File: config.mk
export PLATFORM = sky130hd
export DESIGN_NAME = dma_rd_arbiter
export DESIGN_NICKNAME = d
export VERILOG_FILES = /design/src/rtl/dma_rd_arb_pkg.sv /design/src/rtl/dma_rd_arbiter_rr.sv /design/src/rtl/dma_rd_arbiter.sv
export SDC_FILE = /design/constraint.sdc
export NUM_CORES = 1
export LEC_CHECK = 0
export CORE_MARGIN = 4
export CORE_UTILIZATION = 39
export CTS_CLUSTER_DIAMETER = 40
export DETAILED_ROUTE_END_ITERATION = 8
export GPL_TIMING_DRIVEN = 0
export PLACE_DENSITY = 0.86
export SLEW_MARGIN = 20
export SYNTH_ARGS = -nofsm -noshare
export SYNTH_HDL_FRONTEND = slang
export SYNTH_SLANG_ARGS = --single-unit
File: constraint.sdc
create_clock -name clk_50M -period 6 [get_ports clk_50M]
set_input_delay 1.2 -clock clk_50M [delete_from_list [all_inputs] [get_ports clk_50M]]
set_output_delay 1.2 -clock clk_50M [all_outputs]
set_load 0.01 [all_outputs]
File: src/rtl/dma_rd_arb_pkg.sv
// dma_rd_arb_pkg: shared types for the DMA read-channel arbiter.
// Holds the FSM state encoding, default widths and an index-width helper.
package dma_rd_arb_pkg;

  typedef enum logic [2:0] {
    S_IDLE  = 3'd0,
    S_ARB   = 3'd1,
    S_ISSUE = 3'd2,
    S_XFER  = 3'd3,
    S_DONE  = 3'd4
  } arb_state_e;

  localparam int N_REQ_DEF   = 2;
  localparam int ADDR_W_DEF  = 32;
  localparam int DATA_W_DEF  = 64;
  localparam int SIZE_W_DEF  = 16;
  localparam int TIMEOUT_DEF = 4096;

  function automatic int idx_w(input int n);
    return (n > 1) ? $clog2(n) : 1;
  endfunction

endpackage

File: src/rtl/dma_rd_arbiter_rr.sv
// rr_arbiter: combinational round-robin pick starting at ptr_i.
// Ports: req_i request vector, ptr_i start index, gnt_o one-hot, idx_o index, any_o.
module rr_arbiter
  import dma_rd_arb_pkg::*;
#(
  parameter int N  = 2,
  parameter int IW = idx_w(N)
) (
  input  logic [N-1:0]  req_i,
  input  logic [IW-1:0] ptr_i,
  output logic [N-1:0]  gnt_o,
  output logic [IW-1:0] idx_o,
  output logic          any_o
);

  logic [IW:0] c;

  // Walk from the farthest offset back to ptr_i so the
  // nearest requester at or after the pointer wins.
  always_comb begin
    gnt_o = '0;
    idx_o = '0;
    any_o = 1'b0;
    c     = '0;
    for (int k = N - 1; k >= 0; k--) begin
      c = {1'b0, ptr_i} + (IW+1)'(k);
      if (c >= (IW+1)'(N)) c = c - (IW+1)'(N);
      if (req_i[c[IW-1:0]]) begin
        idx_o = c[IW-1:0];
        any_o = 1'b1;
      end
    end
    gnt_o[idx_o] = any_o;
  end

endmodule

File: src/rtl/dma_rd_arbiter.sv
// dma_rd_arbiter: shares one DMA read channel between N_REQ requesters,
// round-robin, one whole burst per grant. Optional watchdog: DMA_RD_ARB_TIMEOUT_EN.
// Ports: req_* requester side (areq/addr/size/rready in, busy/rvalid/rdata out),
// grant_id current grantee, dma_* DMA side, timeout_err watchdog abort pulse.
module dma_rd_arbiter
  import dma_rd_arb_pkg::*;
#(
  parameter int N_REQ       = N_REQ_DEF,
  parameter int ADDR_W      = ADDR_W_DEF,
  parameter int DATA_W      = DATA_W_DEF,
  parameter int SIZE_W      = SIZE_W_DEF,
  parameter int TIMEOUT_CYC = TIMEOUT_DEF
) (
  input  logic                     clk_50M,
  input  logic                     i_rst_n,
  input  logic [N_REQ-1:0]         req_areq,
  input  logic [N_REQ*ADDR_W-1:0]  req_addr,
  input  logic [N_REQ*SIZE_W-1:0]  req_size,
  input  logic [N_REQ-1:0]         req_rready,
  output logic [N_REQ-1:0]         req_busy,
  output logic [N_REQ-1:0]         req_rvalid,
  output logic [DATA_W-1:0]        req_rdata,
  output logic [$clog2(N_REQ)-1:0] grant_id,
  output logic [ADDR_W-1:0]        dma_raddr,
  output logic [SIZE_W-1:0]        dma_rsize,
  output logic                     dma_rareq,
  input  logic                     dma_rbusy,
  input  logic [DATA_W-1:0]        dma_rdata,
  input  logic                     dma_rvalid,
  output logic                     dma_rready,
  output logic                     timeout_err
);

  localparam int GW = $clog2(N_REQ);

  arb_state_e        state_q, state_d;
  logic [N_REQ-1:0]  busy_q, busy_d;
  logic              rareq_q, rareq_d;
  logic [ADDR_W-1:0] addr_q, addr_d;
  logic [SIZE_W-1:0] size_q, size_d;
  logic [SIZE_W-1:0] cnt_q, cnt_d;
  logic [GW-1:0]     gid_q, gid_d;
  logic [GW-1:0]     ptr_q, ptr_d;

  logic [N_REQ-1:0]  arb_gnt;
  logic [GW-1:0]     arb_idx;
  logic              arb_any;
  logic              beat;

  rr_arbiter #(
    .N  (N_REQ),
    .IW (GW)
  ) u_rr (
    .req_i (req_areq),
    .ptr_i (ptr_q),
    .gnt_o (arb_gnt),
    .idx_o (arb_idx),
    .any_o (arb_any)
  );

`ifdef DMA_RD_ARB_TIMEOUT_EN
  localparam int WW = $clog2(TIMEOUT_CYC + 1);
  logic [WW-1:0] wd_q, wd_d;
  logic          terr_q, terr_d;
`endif

  assign beat = (state_q == S_XFER) & dma_rvalid & dma_rready;

  always_ff @(posedge clk_50M or negedge i_rst_n) begin
    if (!i_rst_n) begin
      state_q <= S_IDLE;
      busy_q  <= '0;
      rareq_q <= 1'b0;
      addr_q  <= '0;
      size_q  <= '0;
      cnt_q   <= '0;
      gid_q   <= '0;
      ptr_q   <= '0;
    end else begin
      state_q <= state_d;
      busy_q  <= busy_d;
      rareq_q <= rareq_d;
      addr_q  <= addr_d;
      size_q  <= size_d;
      cnt_q   <= cnt_d;
      gid_q   <= gid_d;
      ptr_q   <= ptr_d;
    end
  end

`ifdef DMA_RD_ARB_TIMEOUT_EN
  always_ff @(posedge clk_50M or negedge i_rst_n) begin
    if (!i_rst_n) begin
      wd_q   <= '0;
      terr_q <= 1'b0;
    end else begin
      wd_q   <= wd_d;
      terr_q <= terr_d;
    end
  end
`endif

  always_comb begin
    state_d = state_q;
    busy_d  = busy_q;
    rareq_d = rareq_q;
    addr_d  = addr_q;
    size_d  = size_q;
    cnt_d   = cnt_q;
    gid_d   = gid_q;
    ptr_d   = ptr_q;
    unique case (state_q)
      S_IDLE: begin
        if (|req_areq) state_d = S_ARB;
      end
      S_ARB: begin
        if (arb_any) begin
          state_d = S_ISSUE;
          gid_d   = arb_idx;
          addr_d  = req_addr[int'(arb_idx)*ADDR_W +: ADDR_W];
          size_d  = req_size[int'(arb_idx)*SIZE_W +: SIZE_W];
          busy_d  = arb_gnt;
          cnt_d   = '0;
          // Hold off while the previous burst's busy tail drains.
          rareq_d = ~dma_rbusy;
        end else begin
          state_d = S_IDLE;
        end
      end
      S_ISSUE: begin
        if (rareq_q && dma_rbusy) begin
          rareq_d = 1'b0;
          state_d = S_XFER;
        end else if (!rareq_q && !dma_rbusy) begin
          rareq_d = 1'b1;
        end
      end
      S_XFER: begin
        if (beat && (cnt_q != '1)) cnt_d = cnt_q + 1'b1;
        if (!dma_rbusy && ((cnt_q == size_q) || (size_q == '0)))
          state_d = S_DONE;
      end
      S_DONE: begin
        busy_d  = '0;
        rareq_d = 1'b0;
        ptr_d   = (gid_q == GW'(N_REQ - 1)) ? '0 : gid_q + 1'b1;
        state_d = S_IDLE;
      end
      default: state_d = S_IDLE;
    endcase
`ifdef DMA_RD_ARB_TIMEOUT_EN
    terr_d = 1'b0;
    wd_d   = '0;
    if ((state_q == S_ISSUE) || (state_q == S_XFER)) begin
      wd_d = wd_q + 1'b1;
      if (wd_q == WW'(TIMEOUT_CYC - 1)) begin
        state_d = S_DONE;
        rareq_d = 1'b0;
        terr_d  = 1'b1;
      end
    end
`endif
  end

  // Data path routing is combinational so beats reach the grantee same cycle.
  always_comb begin
    req_rvalid = '0;
    dma_rready = 1'b1;
    if (state_q == S_XFER) begin
      req_rvalid[gid_q] = dma_rvalid;
      dma_rready        = req_rready[gid_q];
    end
  end

  assign req_busy  = busy_q;
  assign req_rdata = dma_rdata;
  assign grant_id  = gid_q;
  assign dma_raddr = addr_q;
  assign dma_rsize = size_q;
  assign dma_rareq = rareq_q;

`ifdef DMA_RD_ARB_TIMEOUT_EN
  assign timeout_err = terr_q;
`else
  assign timeout_err = 1'b0;
`endif

endmodule

# After elaboration in Yosys (flattened, before gate mapping)

Index checks and enable logic that the tools add are counted.

Register bits: 72
Bits of input ports: 168
Output and inout bits: 120
Word-level logic and storage cells: 93

Add/subtract/negate cells: 5
$lt $le $gt $ge: 8
Equal/unequal tests: 12
Shift-type cells: 2
Mux-type cells: 33
Bitwise operators: 5
Reduce and logical (&&, ||, !) cells: 20

Operator list:

| cell                                                                         | number |
|---|---|
| 64-bit by 7-bit variable part select with 32-bit output                      | 1 |
| 16-bit two-way mux                                                           | 2 |
| 16-bit one-hot mux with 2 select lines                                       | 1 |
| 32-bit by 6-bit variable part select with 16-bit output                      | 1 |
| 1-bit two-way mux                                                            | 19 |
| 16-bit by 1-bit adder with 16-bit output, second input constant              | 1 |
| 16-bit equality test                                                         | 1 |
| 16-bit logical NOT                                                           | 1 |
| 16-bit inequality test, second input constant                                | 1 |
| 3-bit one-hot mux with 4 select lines                                        | 1 |
| 3-bit two-way mux                                                            | 3 |
| 3-bit AND reduction                                                          | 3 |
| 1-bit by 2-bit less-than comparator with 1-bit output, second input constant | 4 |
| 3-bit by 2-bit equality test with 1-bit output, second input constant        | 2 |
| 1-bit logical AND                                                            | 6 |
| 2-bit two-way mux                                                            | 3 |
| 2-bit inequality test, second input constant                                 | 3 |
| 2-bit bitwise AND                                                            | 2 |
| 2-bit by 1-bit inequality test with 1-bit output, second input constant      | 2 |
| 2-bit one-hot mux with 2 select lines                                        | 1 |
| 2-bit AND reduction                                                          | 2 |
| 2-bit nonzero test                                                           | 2 |
| 3-bit by 1-bit equality test with 1-bit output, second input constant        | 1 |
| 3-bit equality test, second input constant                                   | 1 |
| other kinds (16)                                                             | 21 |

# Depth between registers and ports, before layout

Gate-level depths: netlist of the first run.

Word-level depth: 14
Mapped depth: 9
Gate-level depth less buffers: 5

# By module

Synthesis of the first run repeated with hierarchy kept, for this count alone.

Cell total of the unflattened synthesis: 466
Area total of the unflattened synthesis: 4340.4 sq um

Modules (own cells, without submodules):

| module         | instances | cells an instance | area an instance (sq um) | sequential area each (sq um) |
|---|---|---|---|---|
| dma_rd_arbiter | 1         | 461               | 4307.9                   | 1801.7 |
| rr_arbiter     | 1         | 5                 | 32.5                     | 0.0 |

# Worst setup path before layout of the first run

OpenSTA, ideal clock, no wires.

Kind: input to output
Start: input port req_rready[1]
End: output port dma_rready
Arrival time: 1.442 ns
Data required time: 4.800 ns
Path slack: 3.358 ns
Stages on the path: 2
Buffers on the path: 0
Cells stage by stage: mux2i_1 -> nand2_1

Cells in the longest elaborated chain, start to end: 3

Ends and longest elaborated chain:

| item                                                 | line                  | text |
|---|---|---|
| start: declaration                                   | dma_rd_arbiter.sv:19  | `input logic [N_REQ-1:0] req_rready,` |
| 1-bit two-way mux (implied by the code) (2 in a row) | dma_rd_arbiter.sv:171 | `dma_rready = req_rready[gid_q];` |
| 1-bit two-way mux                                    | dma_rd_arbiter.sv:169 | `if (state_q == S_XFER) begin` |
| end: declaration                                     | dma_rd_arbiter.sv:30  | `output logic dma_rready,` |

Every way passes these cells. The select of a mux whose other input is x is not followed.

# Worst setup path after layout of the first run

Start: input port dma_rvalid
End: output port req_rvalid[1]

Cells in the longest elaborated chain, start to end: 2

Ends and longest elaborated chain:

| item                               | line                  | text |
|---|---|---|
| start: declaration                 | dma_rd_arbiter.sv:29  | `input logic dma_rvalid,` |
| 2-bit bitwise AND (no source line) | --                    |  |
| 2-bit two-way mux                  | dma_rd_arbiter.sv:169 |  |
| end: declaration                   | dma_rd_arbiter.sv:21  | `output logic [N_REQ-1:0] req_rvalid,` |

Every way passes these cells.

==> impl_metrics.env, run 1 <==
export IMPL_status="complete, no violations"
export IMPL_ys_ff_latch=72
export IMPL_fp_dieArea_mm2=0.01263
export IMPL_cts_setup_buffers=0
export IMPL_layout_common_cells="221 x clkdlybuf4s50_1, 72 x dfrtp_1, 67 x buf_4"
export IMPL_die_w_um=112.4
export IMPL_fin_crit_ns=3.676
export IMPL_cp_max_fo=3
export IMPL_rrSetupSlack_ns=3.64
export IMPL_slew_viol_final=0
export IMPL_num_antenna_cells=0
export IMPL_crit_path_frequent_cell="clkdlybuf4s50_1"
export IMPL_required_ns=4.80
export IMPL_tns_ns=0
export IMPL_gp_congestion=0.8803
export IMPL_yosysUniqueCellTypes=47
export IMPL_arrival_ns=2.48
export IMPL_grt_ovfl_total=0
export IMPL_slowest_stage="clkdlybuf4s50_1"
export IMPL_firstDrtPassIters=4
export IMPL_portBuffers=222
export IMPL_hpwlAfterDp_um=11590
export IMPL_path_class="input pin to primary output"
export IMPL_setup_viol_count_final=0
export IMPL_rows=37
export IMPL_maxCapViolCount=0
export IMPL_period_share=0.6127
export IMPL_fill_cells=831
export IMPL_clkLatencyLatePin_ns=0.34
export IMPL_ant_nets=0
export IMPL_ioPinCount=288
export IMPL_wl_per_cell_um=17.23
export IMPL_synth_area_mm2=0.004248
export IMPL_cts_inserted_buffers=9
export IMPL_slowest_delay_ns=0.55
export IMPL_final_hold_viol_count=0
export IMPL_drc=0
export IMPL_core_region_area_mm2=0.01046
export IMPL_cp_cell_sequence="clkdlybuf4s50_1, and3_1, clkdlybuf4s50_1"
export IMPL_areaGrowthSynthToFinish_pct=61.77
export IMPL_drive_gt1_frac=0.1439
export IMPL_clock_sinks=72
export IMPL_grt_first_pass_wirelength_um=22650
export IMPL_clk_pin_slew_ns=0.07
export IMPL_initial_core_util=0.4060
export IMPL_grt_pass1_vias=4511
export IMPL_nNetsFinal=853
export IMPL_relSlewSlack=0.3890
export IMPL_synth_net_count=619
export IMPL_rsz0062_at_grt="no"
export IMPL_synth_seq_area_share=0.4242
export IMPL_yosys_warnings=0
export IMPL_finalClockSkew_ns=0.008539
export IMPL_cts_resized=0
export IMPL_avgSynthCellArea_um2=9.461
export IMPL_power_density_mw_per_mm2=353.2
export IMPL_root_buffer="clkbuf_8"
export IMPL_drtIter0Drc=264
export IMPL_routed_wl_um=14190
export IMPL_finalPower_uw=2427
export IMPL_worstHoldPathType="flip-flop to flip-flop"
export IMPL_synth_edff_count=0
export IMPL_grt_use_total=0.2200
export IMPL_cts_max_level=3
export IMPL_synth_flop_cell="dfrtp_1"
export IMPL_cts_tree="yes"
export IMPL_power_leakage_uw=0.003067
export IMPL_cp_start_kind="input pin"
export IMPL_antenna_found_initial=0
export IMPL_max_slew_worst_pin_slew_ns=0.9164
export IMPL_grt_max_degree=39
export IMPL_fmax_mhz=272.0
export IMPL_async_reset_ff_frac=1.000
export IMPL_regArea_mm2=0.001802
export IMPL_die_height_um=112.4
export IMPL_layout_commonest_cell="clkdlybuf4s50_1"
export IMPL_vias=4239
export IMPL_max_vdd_ir_drop_mv=0.2099
export IMPL_viasPerCell=5.144
export IMPL_cp_end_kind="primary output"
export IMPL_multi_input_comb_area_mm2=0.001817
export IMPL_cts_hold_buf=0
export IMPL_clockBufferDepth=2
export IMPL_synthesis_instances=449
==> critical path: cells and delay by family <==
family	cells	cell delay, ns
and+or+nand+nor	1	0.17
buffers and inverters	2	1.10
==> logic make-up after synthesis <==
kind of cell | after synthesis | share of synthesized area
compound gates | 90 | 0.1214
buf+inv | 94 | 0.1482
simple gates | 119 | 0.1373
fa+ha+maj | 2 | 0.005890
other cells | 1 | 0.0008828
flops | 72 | 0.4242
xor+xnor | 18 | 0.03711
mux | 53 | 0.1252
==> flip-flops by register name, indices dropped and copies added, names as in the netlist <==
name       flops
req_busy       2
dma_rsize     16
ptr_q          1
dma_raddr     32
dma_rareq      1
state_q        3
grant_id       1
cnt_q         16
==> synthesized netlist by cell type, types with 5 or more instances <==
cell type	count	area share
o21ai_0	6	0.0071
nor4_1	8	0.012
xor2_1	17	0.035
clkbuf_1	14	0.012
nand2_1	13	0.011
buf_2	5	0.0059
dfrtp_1	72	0.42
inv_1	5	0.0044
mux2i_1	52	0.12
a21oi_1	61	0.072
o31ai_1	7	0.012
or4_1	6	0.011
nand3_1	9	0.011
buf_4	66	0.12
nor2_1	59	0.052
==> stage by stage <==
step / util / cells / hold slack [ns] / area (um^2) / setup slack [ns]
after global routing: 0.6568 / 824 / 0.5489 / 6872 / 2.297
after global placement: 0.6347 / 807 / 0.4953 / 6640 / 1.319
final: 0.6568 / 824 / 0.5311 / 6872 / 2.324
after floorplan: - / 449 / 0.4972 / 4248 / 3.358
after detailed placement: 0.6363 / 808 / 0.5158 / 6658 / 2.308
after CTS: 0.6568 / 824 / 0.5349 / 6872 / 2.301
==> final cells by class <==
| type | instances | area share |
|---|---|---|
| Clock inverter | 5 | 0.009104 |
| Tap cell | 136 | 0.02476 |
| Inverter | 5 | 0.002731 |
| Buffer | 89 | 0.08886 |
| Timing Repair Buffer | 223 | 0.3259 |
| Clock buffer | 11 | 0.02203 |
| Multi-Input combinational cell | 283 | 0.2644 |
| Sequential cell | 72 | 0.2622 |
==> per-layer routing <==
layer  wire, um  vias to the layer above  part of all wire  global-route usage
met5          0                        -                 0                   0
met4        406                        0             0.029             0.08494
met3       1356                       25             0.096             0.06361
met2       7458                      242              0.53              0.3933
met1       4972                     2001              0.35              0.2467
li1           -                     1971                 -                   -
==> worst paths after layout <==
kind	startpoint	to	cells past startpoint
min reg2reg	dma_raddr[12]	dma_raddr[12]	2
min in group asynchronous	i_rst_n	dma_raddr[2]	1
min	dma_raddr[12]	dma_raddr[12]	2
max	dma_rvalid	req_rvalid[1]	3
max reg2reg	state_q[1]	cnt_q[2]	6
max in group asynchronous	i_rst_n	state_q[2]	2
==> report_power, final <==
| part | leakage (uW) | internal, uW | switching [uW] |
|---|---|---|---|
| Combinational | 0.00212 | 631 | 541 |
| Clock | 0.000102 | 217 | 189 |
| Sequential | 0.000845 | 673 | 176 |
| Total | 0.00307 | 1520 | 906 |
(Power assumes the default switching activity.)
==> inputs of run 2 (changes only) <==
--- a/config.mk
+++ b/config.mk
@@ -6,11 +6,11 @@
 export NUM_CORES = 1
 export LEC_CHECK = 0
 export CORE_MARGIN = 4
-export CORE_UTILIZATION = 39
+export CORE_UTILIZATION = 33
 export CTS_CLUSTER_DIAMETER = 40
 export DETAILED_ROUTE_END_ITERATION = 8
 export GPL_TIMING_DRIVEN = 0
-export PLACE_DENSITY = 0.86
+export PLACE_DENSITY = 0.78
 export SLEW_MARGIN = 20
 export SYNTH_ARGS = -nofsm -noshare
 export SYNTH_HDL_FRONTEND = slang
==> constraint.sdc (replaced) <==
create_clock -name clk_50M -period 3.1 [get_ports clk_50M]
set_input_delay 0.62 -clock clk_50M [delete_from_list [all_inputs] [get_ports clk_50M]]
set_output_delay 0.62 -clock clk_50M [all_outputs]
set_load 0.01 [all_outputs]
==> run 2 against run 1 <==
Combinational power rose by 91%. Sequential power up 93%. Final cell count increased by 4.1%. Critical path depth up 4. Critical path type is now input pin to flip-flop.
==> impl_metrics.env, run 2 (synthesis results as in run 1) <==
export IMPL_clockBufferDepth=2
export IMPL_routed_wl_um=13890
export IMPL_arrival_ns=2.91
export IMPL_layout_common_cells="221 x clkdlybuf4s50_1, 72 x dfrtp_1, 67 x buf_4"
export IMPL_root_buffer="clkbuf_16"
export IMPL_final_hold_viol_count=0
export IMPL_required_ns=3.28
export IMPL_power_leakage_uw=0.003099
export IMPL_grt_use_total=0.1794
export IMPL_portBuffers=222
export IMPL_relSlewSlack=0.4179
export IMPL_swShare=0.3588
export IMPL_status="complete, no violations"
export IMPL_layout_commonest_cell="clkdlybuf4s50_1"
export IMPL_gp_congestion=1.005
export IMPL_num_antenna_cells=0
export IMPL_drive_gt1_frac=0.1414
export IMPL_fin_crit_ns=2.727
export IMPL_firstDrtPassIters=4
export IMPL_cp_max_fo=10
export IMPL_finalPower_uw=4799
export IMPL_grt_pass1_vias=4167
export IMPL_cts_hold_buf=0
export IMPL_viasPerCell=4.818
export IMPL_cts_tree="yes"
export IMPL_grt_ovfl_total=0
export IMPL_antenna_found_initial=0
export IMPL_final_util=0.5524
export IMPL_cp_start_kind="input pin"
export IMPL_clk_pin_slew_ns=0.06
export IMPL_power_density_mw_per_mm2=688.3
export IMPL_p_seq_frac=0.342
export IMPL_drc=0
export IMPL_max_slew_worst_pin_slew_ns=0.8731
export IMPL_hpwlAfterDp_um=11350
export IMPL_setup_viol_count_final=0
export IMPL_fill_cells=1097
export IMPL_largest_reg_flops=32
export IMPL_cp_end_kind="flip-flop"
export IMPL_core_region_area_mm2=0.01262
export IMPL_areaGrowthSynthToFinish_pct=64.12
export IMPL_nNetsFinal=853
export IMPL_drtIter0Drc=135
export IMPL_cts_max_level=3
export IMPL_cts_resized=0
export IMPL_tns_ns=0
export IMPL_fmax_mhz=366.7
export IMPL_wl_per_cell_um=16.19
export IMPL_cts_inserted_buffers=9
export IMPL_power_switching_uw=1722
export IMPL_worstHoldPathType="input pin to async pin"
export IMPL_ioPinCount=288
export IMPL_ant_nets=0
export IMPL_slew_viol_final=0
export IMPL_path_class="input pin to flip-flop"
export IMPL_power_frac_clock=0.191
export IMPL_initial_core_util=0.3366
export IMPL_fp_dieArea_mm2=0.01475
export IMPL_max_vdd_ir_drop_mv=0.3640
export IMPL_rows=41
export IMPL_finalClockSkew_ns=0.005142
export IMPL_vias=4134
export IMPL_clkLatencyLatePin_ns=0.33
export IMPL_die_height_um=121.5
export IMPL_grt_first_pass_wirelength_um=20850
export IMPL_cts_setup_buffers=0
export IMPL_maxCapViolCount=0
export IMPL_period_share=0.8797
export IMPL_clock_sinks=72
export IMPL_internal_power_uw=3077
export IMPL_grt_max_degree=53
export IMPL_die_w_um=121.5
export IMPL_rsz0062_at_grt="no"
export IMPL_combPwrFrac=0.467
==> run 2: cell count changes in the layout (fill, tap and decap cells not counted), sizes merged <==
cell,delta
bufinv,-1
clkbuf,-1
inv,-1
clkinv,+2
clkinvlp,-1
==> run 2: final timing paths <==
check                            start           to  slack, ns  cells past startpoint
max                        req_areq[0]     cnt_q[4]       0.37                      7
min                            i_rst_n     cnt_q[8]       0.18                      1
max reg2reg                 state_q[1]     cnt_q[4]       0.66                      6
min reg2reg                req_busy[1]  req_busy[1]       0.51                      2
max in group asynchronous      i_rst_n     cnt_q[7]       2.37                      2
min in group clk_50M       req_busy[1]  req_busy[1]       0.51                      2
==> run 2: layout make-up <==
type	count	area [um^2]	share of cell area
timing repair buffer	223	2247	0.3223
multi-input combinational	283	1817	0.2606
sequential	72	1802	0.2584
buffer	89	610.6	0.08758
clock buffer	10	239.0	0.03428
tap	172	215.2	0.03087
clock inverter	4	22.52	0.003230
inverter	5	18.77	0.002692
==> run 2: through the flow <==
step | cells | area, um^2 | hold slack, ns | worst slack (ns)
2_1_floorplan | 449 | 4248 | 0.3244 | 1.153
3_3_place_gp | 843 | 6685 | 0.4969 | -1.014
3_5_place_dp | 844 | 6710 | 0.5034 | -0.01529
4_1_cts | 858 | 6972 | 0.1786 | 0.3383
5_1_grt | 858 | 6972 | 0.1983 | 0.2012
6_report | 858 | 6972 | 0.1813 | 0.3729
==> run 2: power by group through the flow <==
stage          Clock (uW)  Combinational (uW)  Sequential, uW
2_1_floorplan           0                 893            1740
3_3_place_gp            0                2210            1630
3_5_place_dp            0                2260            1650
4_1_cts               940                2270            1640
5_1_grt               981                2440            1690
6_report              918                2240            1640
==> run 2: metal layers <==
layer | GRT usage | part of all wire | up-vias
li1 | - | - | 1971
met1 | 0.2070 | 0.38 | 1923
met2 | 0.3071 | 0.51 | 218
met3 | 0.05501 | 0.094 | 22
met4 | 0.07633 | 0.022 | 0
met5 | 0 | 0 | -
==> run 2: critical path, stage by stage <==
cell	delay (ns)
clkdlybuf4s50_1	0.48
nor2_1	0.07
or2_2	0.31
nor3_2	0.51
buf_2	0.34
buf_1	0.47
a21oi_1	0.11
==> inputs of run 3 (changes only) <==
--- a/config.mk
+++ b/config.mk
@@ -5,6 +5,7 @@
 export SDC_FILE = /design/constraint.sdc
 export NUM_CORES = 1
 export LEC_CHECK = 0
+export CAP_MARGIN = 15
 export CORE_MARGIN = 4
 export CORE_UTILIZATION = 33
 export CTS_CLUSTER_DIAMETER = 40
==> results of run 3 <==
No change in the layout: final DEF, timing and power equal those of run 2.
